## config.mk

```make
export PLATFORM = sky130hd
export DESIGN_NAME = alu_serial
export DESIGN_NICKNAME = d
export VERILOG_FILES = /design/src/rtl/alu_serial.sv
export SDC_FILE = /design/constraint.sdc
export NUM_CORES = 1
export LEC_CHECK = 0
export CORE_MARGIN = 2
export CORE_UTILIZATION = 42
export CTS_BUF_LIST = sky130_fd_sc_hd__clkbuf_2 sky130_fd_sc_hd__clkbuf_4 sky130_fd_sc_hd__clkbuf_8
export CTS_CLUSTER_SIZE = 20
export DETAILED_ROUTE_END_ITERATION = 8
export GPL_ROUTABILITY_DRIVEN = 0
export MAX_ROUTING_LAYER = met4
export PLACE_DENSITY = 0.73
export SKIP_CTS_REPAIR_TIMING = 1
export SKIP_LAST_GASP = 1
export SLEW_MARGIN = 20
export SYNTH_ARGS = -nofsm -noshare
export SYNTH_HDL_FRONTEND = slang
export SYNTH_SLANG_ARGS = --single-unit
```

## constraint.sdc

```tcl
create_clock -name clk -period 1.7 [get_ports clk]
set_clock_uncertainty 0.2 [all_clocks]
set_input_delay 0.425 -clock clk [delete_from_list [all_inputs] [get_ports clk]]
set_output_delay 0.425 -clock clk [all_outputs]
set_load 0.03 [all_outputs]
```

## src/rtl/alu_serial.sv

```systemverilog
// Parametrised bit-serial ALU: one operand bit per clock, LSB first, with a
// registered carry and a start/busy/done handshake.
module alu_serial #(
  parameter  int WIDTH = 16,
  localparam int CW    = $clog2(WIDTH + 1)
) (
  input  logic             clk,
  input  logic             rst_n,
  input  logic             start,
  input  logic [WIDTH-1:0] ina,
  input  logic [WIDTH-1:0] inb,
  input  logic [2:0]       op,
  output logic             ready,
  output logic             busy,
  output logic             done,
  output logic [CW-1:0]    count,
  output logic [WIDTH:0]   out
);

  localparam logic [1:0] S_IDLE = 2'd0;
  localparam logic [1:0] S_RUN  = 2'd1;
  localparam logic [1:0] S_DONE = 2'd2;

  localparam logic [2:0] OP_ADD   = 3'b000;
  localparam logic [2:0] OP_SUB   = 3'b001;
  localparam logic [2:0] OP_AND   = 3'b010;
  localparam logic [2:0] OP_OR    = 3'b011;
  localparam logic [2:0] OP_XOR   = 3'b100;
  localparam logic [2:0] OP_XNOR  = 3'b101;
  localparam logic [2:0] OP_PASSA = 3'b110;

  logic [1:0]       state_q, state_d;
  logic [WIDTH-1:0] a_q, a_d;
  logic [WIDTH-1:0] b_q, b_d;
  logic [WIDTH-1:0] res_q, res_d;
  logic [2:0]       op_q, op_d;
  logic             carry_q, carry_d;
  logic [CW-1:0]    count_q, count_d;
  logic [WIDTH:0]   out_q, out_d;
  logic             done_q, done_d;

  logic a0, b0, b_eff, sum, cout, r, arith;

  always_comb begin
    a0    = a_q[0];
    b0    = b_q[0];
    arith = (op_q == OP_ADD) || (op_q == OP_SUB);
    // SUB is a + ~b + 1: invert b here, the +1 is the preset carry
    b_eff = (op_q == OP_SUB) ? ~b0 : b0;
    sum   = a0 ^ b_eff ^ carry_q;
    cout  = (a0 & b_eff) | (a0 & carry_q) | (b_eff & carry_q);
    case (op_q)
      OP_ADD, OP_SUB: r = sum;
      OP_AND:         r = a0 & b0;
      OP_OR:          r = a0 | b0;
      OP_XOR:         r = a0 ^ b0;
      OP_XNOR:        r = ~(a0 ^ b0);
      OP_PASSA:       r = a0;
      default:        r = 1'b0;
    endcase
  end

  always_comb begin
    state_d = state_q;
    a_d     = a_q;
    b_d     = b_q;
    res_d   = res_q;
    op_d    = op_q;
    carry_d = carry_q;
    count_d = count_q;
    out_d   = out_q;
    done_d  = 1'b0;
    case (state_q)
      S_IDLE: begin
        if (start) begin
          a_d     = ina;
          b_d     = inb;
          op_d    = op;
          res_d   = '0;
          count_d = '0;
          carry_d = (op == OP_SUB);
          state_d = S_RUN;
        end
      end
      S_RUN: begin
        a_d   = a_q >> 1;
        b_d   = b_q >> 1;
        res_d = {r, res_q[WIDTH-1:1]};
        if (arith) carry_d = cout;
        if (count_q == CW'(WIDTH - 1)) begin
          count_d = '0;
          state_d = S_DONE;
        end else begin
          count_d = count_q + CW'(1);
        end
      end
      S_DONE: begin
        out_d   = {arith & carry_q, res_q};
        done_d  = 1'b1;
        state_d = S_IDLE;
      end
      default: state_d = S_IDLE;
    endcase
  end

  always_ff @(posedge clk or negedge rst_n) begin
    if (!rst_n) begin
      state_q <= S_IDLE;
      a_q     <= '0;
      b_q     <= '0;
      res_q   <= '0;
      op_q    <= '0;
      carry_q <= 1'b0;
      count_q <= '0;
      out_q   <= '0;
      done_q  <= 1'b0;
    end else begin
      state_q <= state_d;
      a_q     <= a_d;
      b_q     <= b_d;
      res_q   <= res_d;
      op_q    <= op_d;
      carry_q <= carry_d;
      count_q <= count_d;
      out_q   <= out_d;
      done_q  <= done_d;
    end
  end

  assign ready = (state_q == S_IDLE);
  assign busy  = (state_q == S_RUN);
  assign done  = done_q;
  assign count = count_q;
  assign out   = out_q;

endmodule
```

==> impl_metrics.sql, run 1 <==
INSERT INTO impl_metrics (metric_group, metric, value, unit) VALUES
('pwr', 'switching_share', '0.332', ''),
('sta', 'final-hold-violation-count', '0', ''),
('finish', 'most-common-layout-cells', 'sky130_fd_sc_hd__dfrtp_1 (75), sky130_fd_sc_hd__nand2_1 (40), sky130_fd_sc_hd__clkdlybuf4s50_1 (36)', ''),
('finish', 'drive_above_1_share', '0.201', ''),
('critical_path', 'crit_start', 'state_q[0]', ''),
('die', 'initial_core_util', '0.428', ''),
('route', 'detail_route.drc_violations', '0', ''),
('critical_path', 'crit_type', 'reg -> out', ''),
('logic_synthesis', 'postSynthNetCount', '310', ''),
('route', 'route.final.wire_length', '6.61', 'mm'),
('route', 'post_drt_wl_per_cell', '14.4', 'um'),
('route', 'detailroute.via_count', '2311', ''),
('logic_synthesis', 'yosys-top-cells-area', 'sky130_fd_sc_hd__dfrtp_1 (59%), sky130_fd_sc_hd__mux2i_1 (9.2%), sky130_fd_sc_hd__o21ai_1 (5.2%), sky130_fd_sc_hd__a22o_1 (4.8%), sky130_fd_sc_hd__nand2_1 (4.6%)', ''),
('logic_synthesis', 'yosys_warnings', '0', ''),
('clocking', 'ctsLongestPathBuffers', '2', ''),
('finish', 'stdcell_count', '460', ''),
('placement', 'portBuffers', '62', ''),
('die', 'die_h', '92.3', 'um'),
('finish', 'areaGrowthSynthToFinish', '40.0', '%'),
('pwr', 'netSwitchingPower', '2.33', 'mW'),
('sta', 'setup_ws', '-0.121', 'ns'),
('global_routing', 'grt_overflow', '0', ''),
('pwr', 'comb_power_share', '0.362', ''),
('logic_synthesis', 'ys_seq_area_frac', '0.589', ''),
('global_routing', 'grt_use_total', '0.165', ''),
('logic_synthesis', 'post_synthesis_instance_area', '0.00327', 'mm^2'),
('die', 'placement_rows', '32', ''),
('clocking', 'htree_levels', '3', ''),
('finish', 'layout.cells.most_common', 'sky130_fd_sc_hd__dfrtp_1', ''),
('sta', 'final_period_minus_worst_setup_slack', '1.82', 'ns'),
('sta', 'final.period_utilization', '1.07', ''),
('finish', 'antenna-diode-count', '0', ''),
('global_routing', 'grt_first_pass_wirelength', '10.6', 'mm'),
('critical_path', 'worst_setup_path_start_kind', 'flop', ''),
('sta', 'slew-limit-headroom', '0.731', ''),
('critical_path', 'crit_arrival', '1.20', 'ns'),
('route', 'drtAntennaViolNets', '0', ''),
('sta', 'count_of_final_setup_violators', '12', ''),
('sta', 'timing_worst_slew_pin_value', '0.404', 'ns'),
('outcome', 'run_status', 'finished with violations', ''),
('placement', 'place.detailed.instances', '434', ''),
('critical_path', 'critical_path.endpoint_type', 'primary output', ''),
('hold_path', 'min_delay_path_depth', '2', ''),
('placement', 'detailedPlace.worstSlack', '-0.407', 'ns'),
('critical_path', 'reg2reg_depth', '6', ''),
('flow_run', 'maxCapViolCount', '0', ''),
('outcome', 'violations', 'setup timing', ''),
('die', 'die_width', '92.3', 'um'),
('critical_path', 'path_max_fanout', '6', ''),
('critical_path', 'cp.required', '1.07', 'ns'),
('die', 'boundaryPins', '63', ''),
('critical_path', 'reg2reg_setup_slack', '-0.07', 'ns'),
('logic_synthesis', 'syn_area_per_cell', '12.2', 'um^2'),
('logic_synthesis', 'netlist.area_leader.share', '0.589', ''),
('sta', 'slew_violations', '0', ''),
('hold_path', 'hold_class', 'reg -> reg', ''),
('pwr', 'worst_ir_drop_vdd', '0.639', 'mV'),
('critical_path', 'rr_endpoint', 'res_q[15]', ''),
('clocking', 'cts_root_buf', 'sky130_fd_sc_hd__clkbuf_8', ''),
('pwr', 'clock_power_share', '0.236', ''),
('clocking', 'cts_sinks', '77', ''),
('critical_path', 'r2r-start', 'op_q[1]', ''),
('route', 'vias_per_cell', '5.02', ''),
('placement', 'detailed_place_hpwl', '4.19', 'mm'),
('pwr', 'leakagePower', '2.35', 'nW'),
('global_routing', 'grt_max_degree', '78', ''),
('global_routing', 'grt_pass1_vias', '2290', ''),
('logic_synthesis', 'post_synth_top_area_cell', 'sky130_fd_sc_hd__dfrtp_1', ''),
('route', 'initialDrtViolationCount', '68', ''),
('logic_synthesis', 'cell_count_after_synthesis', '268', ''),
('clocking', 'clk_pin_slew_worst_paths', '0.08', 'ns');
area by class of cell:
type | count | area (um^2) | share of cell area
timing repair buffer | 90 | 997 | 0.218
tap | 102 | 128 | 0.0278
sequential | 77 | 1930 | 0.421
inverter | 4 | 17.5 | 0.00382
clock inverter | 6 | 111 | 0.0243
clock buffer | 10 | 131 | 0.0287
multi-input combinational | 171 | 1270 | 0.277
registers in the layout, indices dropped and copies added (netlist names):
register / cells
a_q: 16
b_q: 16
carry_q: 1
count: 5
done: 1
op_q: 3
out: 17
res_q: 16
state_q: 2
cell families (layout without fill, tap and decap cells):
group | after synthesis | count (layout) | synth area share
compound gates | 60 | 60 | 0.119
xor+xnor | 4 | 4 | 0.0107
fa+ha+maj | 4 | 4 | 0.0176
buf+inv | 20 | 110 | 0.0363
flops | 77 | 77 | 0.589
mux | 49 | 49 | 0.157
simple gates | 54 | 54 | 0.0707
how the worst min path moves through the flow:
| stage | slack (ns) | to | start |
|---|---|---|---|
| finish | 0.28 | b_q[0] | b_q[1] |
| global route | 0.31 | out[10] | out[10] |
| CTS | -0.11 | out[2] | rst_n |
| detailed placement | 0.27 | a_q[2] | a_q[3] |
| global placement | 0.27 | b_q[1] | b_q[2] |
| floorplan | -0.07 | a_q[0] | rst_n |
layer usage:
metal,part of all wire,vias to the layer above,wire [um],global-route usage
met3,0.050,10,332,0.0534
met5,0,-,0,-
met2,0.49,54,3250,0.252
li1,-,1117,-,-
met1,0.45,1130,2950,0.207
met4,0.012,0,82,0.0585
cell usage after synthesis (all sizes together):
cell,count
dfrtp,77
nand2,40
o21ai,35
mux2i,30
mux2,19
a22o,18
buf,11
clkbuf,5
inv,4
nor2,4
ha,3
xor2,3
a211oi,2
nand2b,2
nand3,2
a31oi,1
a32oi,1
fa,1
nand3b,1
nor2b,1
nor3,1
nor3b,1
nor4,1
o211a,1
o21bai,1
o221ai,1
or2,1
xnor2,1
power by group through the flow:
stage	clock network, mW	registers (mW)	logic (mW)
floorplan	0	2.99	1.31
global placement	0	2.83	2.25
detailed placement	0	2.85	2.33
CTS	1.72	2.83	2.33
global route	1.79	2.91	2.80
finish	1.66	2.82	2.54
through the flow:
stage                     setup TNS, ns  utilization  instance area, um^2  total power, mW
after floorplan                 -0.0697            -                 3280             4.30
after global placement           -14.58        0.535                 4090             5.08
after detailed placement         -14.83        0.535                 4090             5.18
after CTS                         -6.53        0.567                 4330             6.87
after global routing              -2.02        0.599                 4580             7.50
final                            -0.378        0.599                 4580             7.02
worst max-delay path, stage by stage (launching register included):
cell	delay, ns
sky130_fd_sc_hd__dfrtp_2	0.47
sky130_fd_sc_hd__nor2_1	0.18
sky130_fd_sc_hd__buf_4	0.19
Power figures use the tool's default switching activity.
==> inputs of run 2 (changes only) <==
- PLACE_DENSITY: 0.73 -> 0.69
==> run 2 against run 1 <==
Compared with the run above:
- critical path type unchanged
- sequential share of layout area increased by 0.48 points
- core utilization fell by 0.67 points
- largest power group unchanged
- final area fell by 1.1%
- the flow still finishes with violations (setup timing)
==> impl_metrics.sql, run 2 (synthesized netlist as in run 1, its figures left out) <==
INSERT INTO impl_metrics (metric_group, metric, value, unit) VALUES
('outcome', 'run_status', 'finished with violations', ''),
('outcome', 'violations', 'setup timing', ''),
('die', 'placement_rows', '32', ''),
('sta', 'final_period_minus_worst_setup_slack', '1.84', 'ns'),
('clocking', 'htree_levels', '3', ''),
('pwr', 'leakagePower', '2.31', 'nW'),
('clocking', 'ctsLongestPathBuffers', '2', ''),
('route', 'initialDrtViolationCount', '118', ''),
('clocking', 'cts_sinks', '77', ''),
('die', 'initial_core_util', '0.428', ''),
('sta', 'final-hold-violation-count', '0', ''),
('finish', 'areaGrowthSynthToFinish', '38.5', '%'),
('critical_path', 'critical_path.max_stage_delay', '0.45', 'ns'),
('clocking', 'cts-buffers-inserted', '9', ''),
('route', 'vias_per_cell', '5.01', ''),
('clocking', 'tritoncts', 'built', ''),
('route', 'drtAntennaViolNets', '0', ''),
('pwr', 'netSwitchingPower', '2.40', 'mW'),
('route', 'route.final.wire_length', '6.40', 'mm'),
('route', 'detail_route.drc_violations', '0', ''),
('global_routing', 'grt_pass1_vias', '2299', ''),
('sta', 'maximum_clock_frequency', '0.543', 'GHz'),
('route', 'detailroute.via_count', '2315', ''),
('critical_path', 'path_max_fanout', '5', ''),
('sta', 'finalHoldWorstSlack', '0.194', 'ns'),
('critical_path', 'crit_slowest_cell', 'sky130_fd_sc_hd__dfrtp_2', ''),
('finish', 'layout.cells.most_common', 'sky130_fd_sc_hd__dfrtp_1', ''),
('clocking', 'clock_insertion_delay_worst_skew', '0.35', 'ns'),
('finish', 'design_area', '0.00453', 'mm^2'),
('global_routing', 'top_usage_layer', 'met2', ''),
('die', 'boundaryPins', '63', ''),
('global_routing', 'grt_overflow', '0', ''),
('finish', 'most-common-layout-cells', 'sky130_fd_sc_hd__dfrtp_1 (75), sky130_fd_sc_hd__nand2_1 (40), sky130_fd_sc_hd__clkdlybuf4s50_1 (35)', ''),
('pwr', 'seqPwrFrac', '0.426', ''),
('finish', 'stdcell_count', '462', ''),
('hold_path', 'hold_class', 'in -> reg', ''),
('global_routing', 'use_met2', '0.263', ''),
('pwr', 'worst_ir_drop_vdd', '0.796', 'mV'),
('critical_path', 'crit_arrival', '1.22', 'ns'),
('critical_path', 'cp.required', '1.07', 'ns'),
('sta', 'count_of_final_setup_violators', '36', ''),
('global_routing', 'grt_first_pass_wirelength', '11.2', 'mm'),
('pwr', 'switching_share', '0.361', ''),
('sta', 'timing_worst_slew_pin_value', '0.408', 'ns'),
('global_routing', 'grtUsageMet1', '0.226', ''),
('finish', 'net_count_of_the_finished_layout', '397', ''),
('finish', 'postLayoutCoreUtil', '0.593', ''),
('sta', 'setup_ws', '-0.142', 'ns'),
('placement', 'portBuffers', '62', ''),
('pwr', 'clock_power_share', '0.193', ''),
('placement', 'place.detailed.instances', '436', ''),
('sta', 'slew_violations', '0', ''),
('die', 'die_width', '92.3', 'um'),
('global_routing', 'globalRouteMet3Util', '0.0551', ''),
('die', 'die_h', '92.3', 'um'),
('pwr', 'comb_power_share', '0.381', ''),
('route', 'post_drt_wl_per_cell', '13.9', 'um'),
('critical_path', 'worst_setup_path_start_kind', 'flop', ''),
('global_routing', 'antenna_found_initial', '0', ''),
('die', 'die-area', '0.00852', 'mm^2'),
('sta', 'slew-limit-headroom', '0.728', ''),
('die', 'placeableCoreArea', '0.00765', 'mm^2'),
('flow_run', 'maxCapViolCount', '0', ''),
('critical_path', 'crit_type', 'reg -> out', ''),
('route', 'drtPass1Iterations', '4', ''),
('finish', 'antenna-diode-count', '0', ''),
('pwr', 'power_per_cell_area', '1460', 'mW/mm^2'),
('critical_path', 'ordered_cell_list_for_the_critical_path', 'buf_4, nor2_4, buf_6', ''),
('placement', 'postPlaceCellArea', '0.00417', 'mm^2'),
('placement', 'detailed_place_hpwl', '4.33', 'mm'),
('finish', 'largest_register_ffs', '17', ''),
('finish', 'drive_above_1_share', '0.206', ''),
('global_routing', 'grt_use_total', '0.173', ''),
('critical_path', 'critical_path.endpoint_type', 'primary output', ''),
('global_routing', 'grt_max_degree', '78', ''),
('pwr', 'internal_power', '4.23', 'mW'),
('clocking', 'clk_pin_slew_worst_paths', '0.08', 'ns'),
('sta', 'grt_setup_unrepaired', 'yes', ''),
('clocking', 'cts_root_buf', 'sky130_fd_sc_hd__clkbuf_8', ''),
('sta', 'final.period_utilization', '1.08', '');
## run 2: cell count changes in the layout (fill, tap and decap cells not counted), sizes merged
cell | before | now
bufinv | 3 | 0
clkbuf | 13 | 11
clkdlybuf4s50 | 36 | 35
inv | 4 | 8
buf | 32 | 36
## run 2: power groups by stage
| stage | registers, mW | logic, mW | clock network, mW |
|---|---|---|---|
| after floorplan | 2.99 | 1.31 | 0 |
| after global placement | 2.83 | 2.35 | 0 |
| after detailed placement | 2.86 | 2.41 | 0 |
| after CTS | 2.83 | 2.42 | 1.32 |
| after global routing | 2.92 | 2.79 | 1.42 |
| final | 2.83 | 2.53 | 1.28 |
## run 2: area by class of cell
| cell class | instances | area (um^2) |
|---|---|---|
| Multi-Input combinational cell | 171 | 1270 |
| Sequential cell | 77 | 1930 |
| Fill cell | 633 | 3120 |
| Clock inverter | 7 | 56.3 |
| Clock buffer | 9 | 124 |
| Tap cell | 102 | 128 |
| Inverter | 4 | 17.5 |
| Timing Repair Buffer | 92 | 1010 |
## run 2: metal layers
metal  share of wire  wire length (um)  vias up
li1                -                 -     1126
met1            0.46              2940     1128
met2            0.49              3140       54
met3           0.043               275        7
met4          0.0066                42        0
met5               0                 0        -
## run 2: through the flow
step	TNS, ns	power, mW	setup slack, ns
after floorplan	-0.0697	4.30	-0.0697
after global placement	-13.52	5.18	-0.372
after detailed placement	-13.63	5.27	-0.388
after CTS	-6.71	6.56	-0.340
after global routing	-5.07	7.13	-0.249
final	-2.24	6.63	-0.142
## run 2: critical path, delay by kind of cell, from the launching register on
kind	cells	cell delay [ns]
flops	1	0.45
buf+inv	2	0.30
simple gates	1	0.12
## run 2: path summary, 6_finish.rpt
path | start | endpoint | slack [ns] | cells past startpoint
max | state_q[1] | ready | -0.14 | 3
min | start | state_q[0] | 0.19 | 3
max reg2reg | op_q[2] | res_q[15] | -0.14 | 6
min reg2reg | out[11] | out[11] | 0.29 | 1
max in group asynchronous | rst_n | b_q[0] | 0.54 | 3
min in group asynchronous | rst_n | out[7] | 0.42 | 3
==> patch, RTL diff (config.mk and constraints of run 1) <==
Register the output `count` once more, without a reset; this adds one clock of latency there. The other outputs are not delayed to match.
--- a/src/rtl/alu_serial.sv
+++ b/src/rtl/alu_serial.sv
@@ -130,7 +130,9 @@
   assign ready = (state_q == S_IDLE);
   assign busy  = (state_q == S_RUN);
   assign done  = done_q;
-  assign count = count_q;
+  always_ff @(posedge clk) begin
+    count <= count_q;
+  end
   assign out   = out_q;
 
 endmodule
Formal check against the unedited RTL: not equivalent (Yosys sat finds a counterexample within 4 cycles, from zero or initial values and one cycle with rst_n low).
==> patch against run 1 <==
- the run still ends with negative setup slack left
- total power increased by 0.86%
- routed wire length rose by 3.9%
- via count grew 2.4%
- sequential cell count rose by 5
- die area rose by 5.5%
- sequential share of layout area is 0.73 points higher
- core utilization down 1.4 points
- synthesized area grew 5.8%
- sequential power increased by 7%
- worst setup slack lost 120 ps
- final area rose by 3.3%
- hold slack worse by 53 ps
- largest power group unchanged
==> patch: results (changes against run 1) <==
| Metric | Value |
|---|---|
| Commonest cells in the netlist | 77 x sky130_fd_sc_hd__dfrtp_1, 41 x sky130_fd_sc_hd__nand2_1, 30 x sky130_fd_sc_hd__mux2i_1, 30 x sky130_fd_sc_hd__o21ai_1, 18 x sky130_fd_sc_hd__a22o_1 |
| Run status | finished with violations |
| Final setup violation count | 37 (+25) |
| Detailed placer's ending HPWL | 4700 um (+12%) |
| Reg-to-reg critical path endpoint | op_q[1] |
| Slowest cell on the critical path | sky130_fd_sc_hd__dfrtp_1 |
| Final hold slack | 232 ps (-52.8 ps) |
| Failing checks | negative setup slack |
| Proportion of register bits with asynchronous set or reset after synthesis | 93.9% (-6.1 points) |
| Global-route wire length before repair | 10900 um (+2.5%) |
| Number of cells on the worst hold path | 0 (-2) |
| Launch instance of the worst register-to-register path | state_q[1] |
| Worst setup slack after layout | -237 ps (-115 ps) |
| Maximum ir drop on the vdd rail | 0.551 mV (-14%) |
| Yosys cell types | 36 (+5.9%) |
| Post-placement setup slack | -397 ps (+10.4 ps) |
| Number of global-route vias before repair | 2267 (-1.0%) |
| Source of the worst hold timing path | count_q[4] |
| Transition time at the pin with the least slew margin | 318 ps (-85.3 ps) |
| Synth top area cells | sky130_fd_sc_hd__dfrtp_1 56%, sky130_fd_sc_hd__mux2i_1 8.7%, sky130_fd_sc_hd__a22o_1 4.6% |
| Register area share after synthesis | 58.5% (-0.34 points) |
| Worst path arrival time | 1310 ps (+110 ps) |
| Fraction of layout instances using a drive strength above 1 | 21.2% (+1.1 points) |
| Number of cells traversed by the worst register-to-register path | 5 (-1) |
| Leakage power figure | 2.42 nW (+3.1%) |
| Syn Nets | 318 (+2.6%) |
| Via density per instance | 5.00 (-0.43%) |
| Largest net degree at the start of global routing | 32 (-59%) |
| Number of DRC violations after detailed-routing iteration 0 | 88 (+29%) |
## patch: cell count changes after synthesis, sizes merged, moves of 2 or more
cell / before / now
buf: 11 / 16
dfxtp: 0 / 5
clkbuf: 5 / 1
o21ai: 35 / 37
## patch: cell families after synthesis
logic type | synth area share, %
buf+inv | 5.13
mux | 15.6
flops | 58.5
xor+xnor | 0.759
compound gates | 11.4
fa+ha+maj | 1.66
simple gates | 6.94
## patch: how the worst max path moves through the flow
| stage | from | end | slack [ps] |
|---|---|---|---|
| floorplan | op_q[2] | res_q[15] | -70 |
| global placement | start | b_q[13] | -380 |
| detailed placement | start | b_q[9] | -400 |
| CTS | out[15] | out[15] | -360 |
| global route | state_q[1] | busy | -330 |
| finish | state_q[1] | busy | -240 |
## patch: final cells by class
| type | count | area, um^2 |
|---|---|---|
| repair buffers | 93 | 1030 |
| fillers | 687 | 3360 |
| inverters | 4 | 17.5 |
| multi-input cells | 173 | 1290 |
| well taps | 105 | 131 |
| clock inverters | 4 | 72.6 |
| clock buffers | 12 | 165 |
| flip-flops and latches | 82 | 2030 |
## patch: per-stage QoR
stage | std cells | power (mW) | TNS, ps | cell area, um^2 | util (%)
after CTS | 465 | 7.06 | -8150 | 4560 | 56.3
after floorplan | 276 | 4.57 | -71.6 | 3470 | -
after global placement | 449 | 5.31 | -15190 | 4320 | 53.4
after detailed placement | 449 | 5.42 | -15470 | 4320 | 53.4
final | 473 | 7.08 | -1690 | 4740 | 58.5
after global routing | 473 | 7.53 | -4520 | 4740 | 58.5
## patch: layer usage
| layer | track usage [%] | up-vias | wire length (um) |
|---|---|---|---|
| li1 | - | 1146 | - |
| met1 | 19.8 | 1158 | 3070 |
| met2 | 25.8 | 51 | 3430 |
| met3 | 3.75 | 11 | 264 |
| met4 | 6.52 | 0 | 102 |
| met5 | - | - | 0 |
## patch: where the power goes
part	switching, mW	total, mW	internal (mW)
Combinational	1.22	2.46	1.24
Clock	0.665	1.61	0.945
Sequential	0.442	3.01	2.57
Total	2.33	7.08	4.76
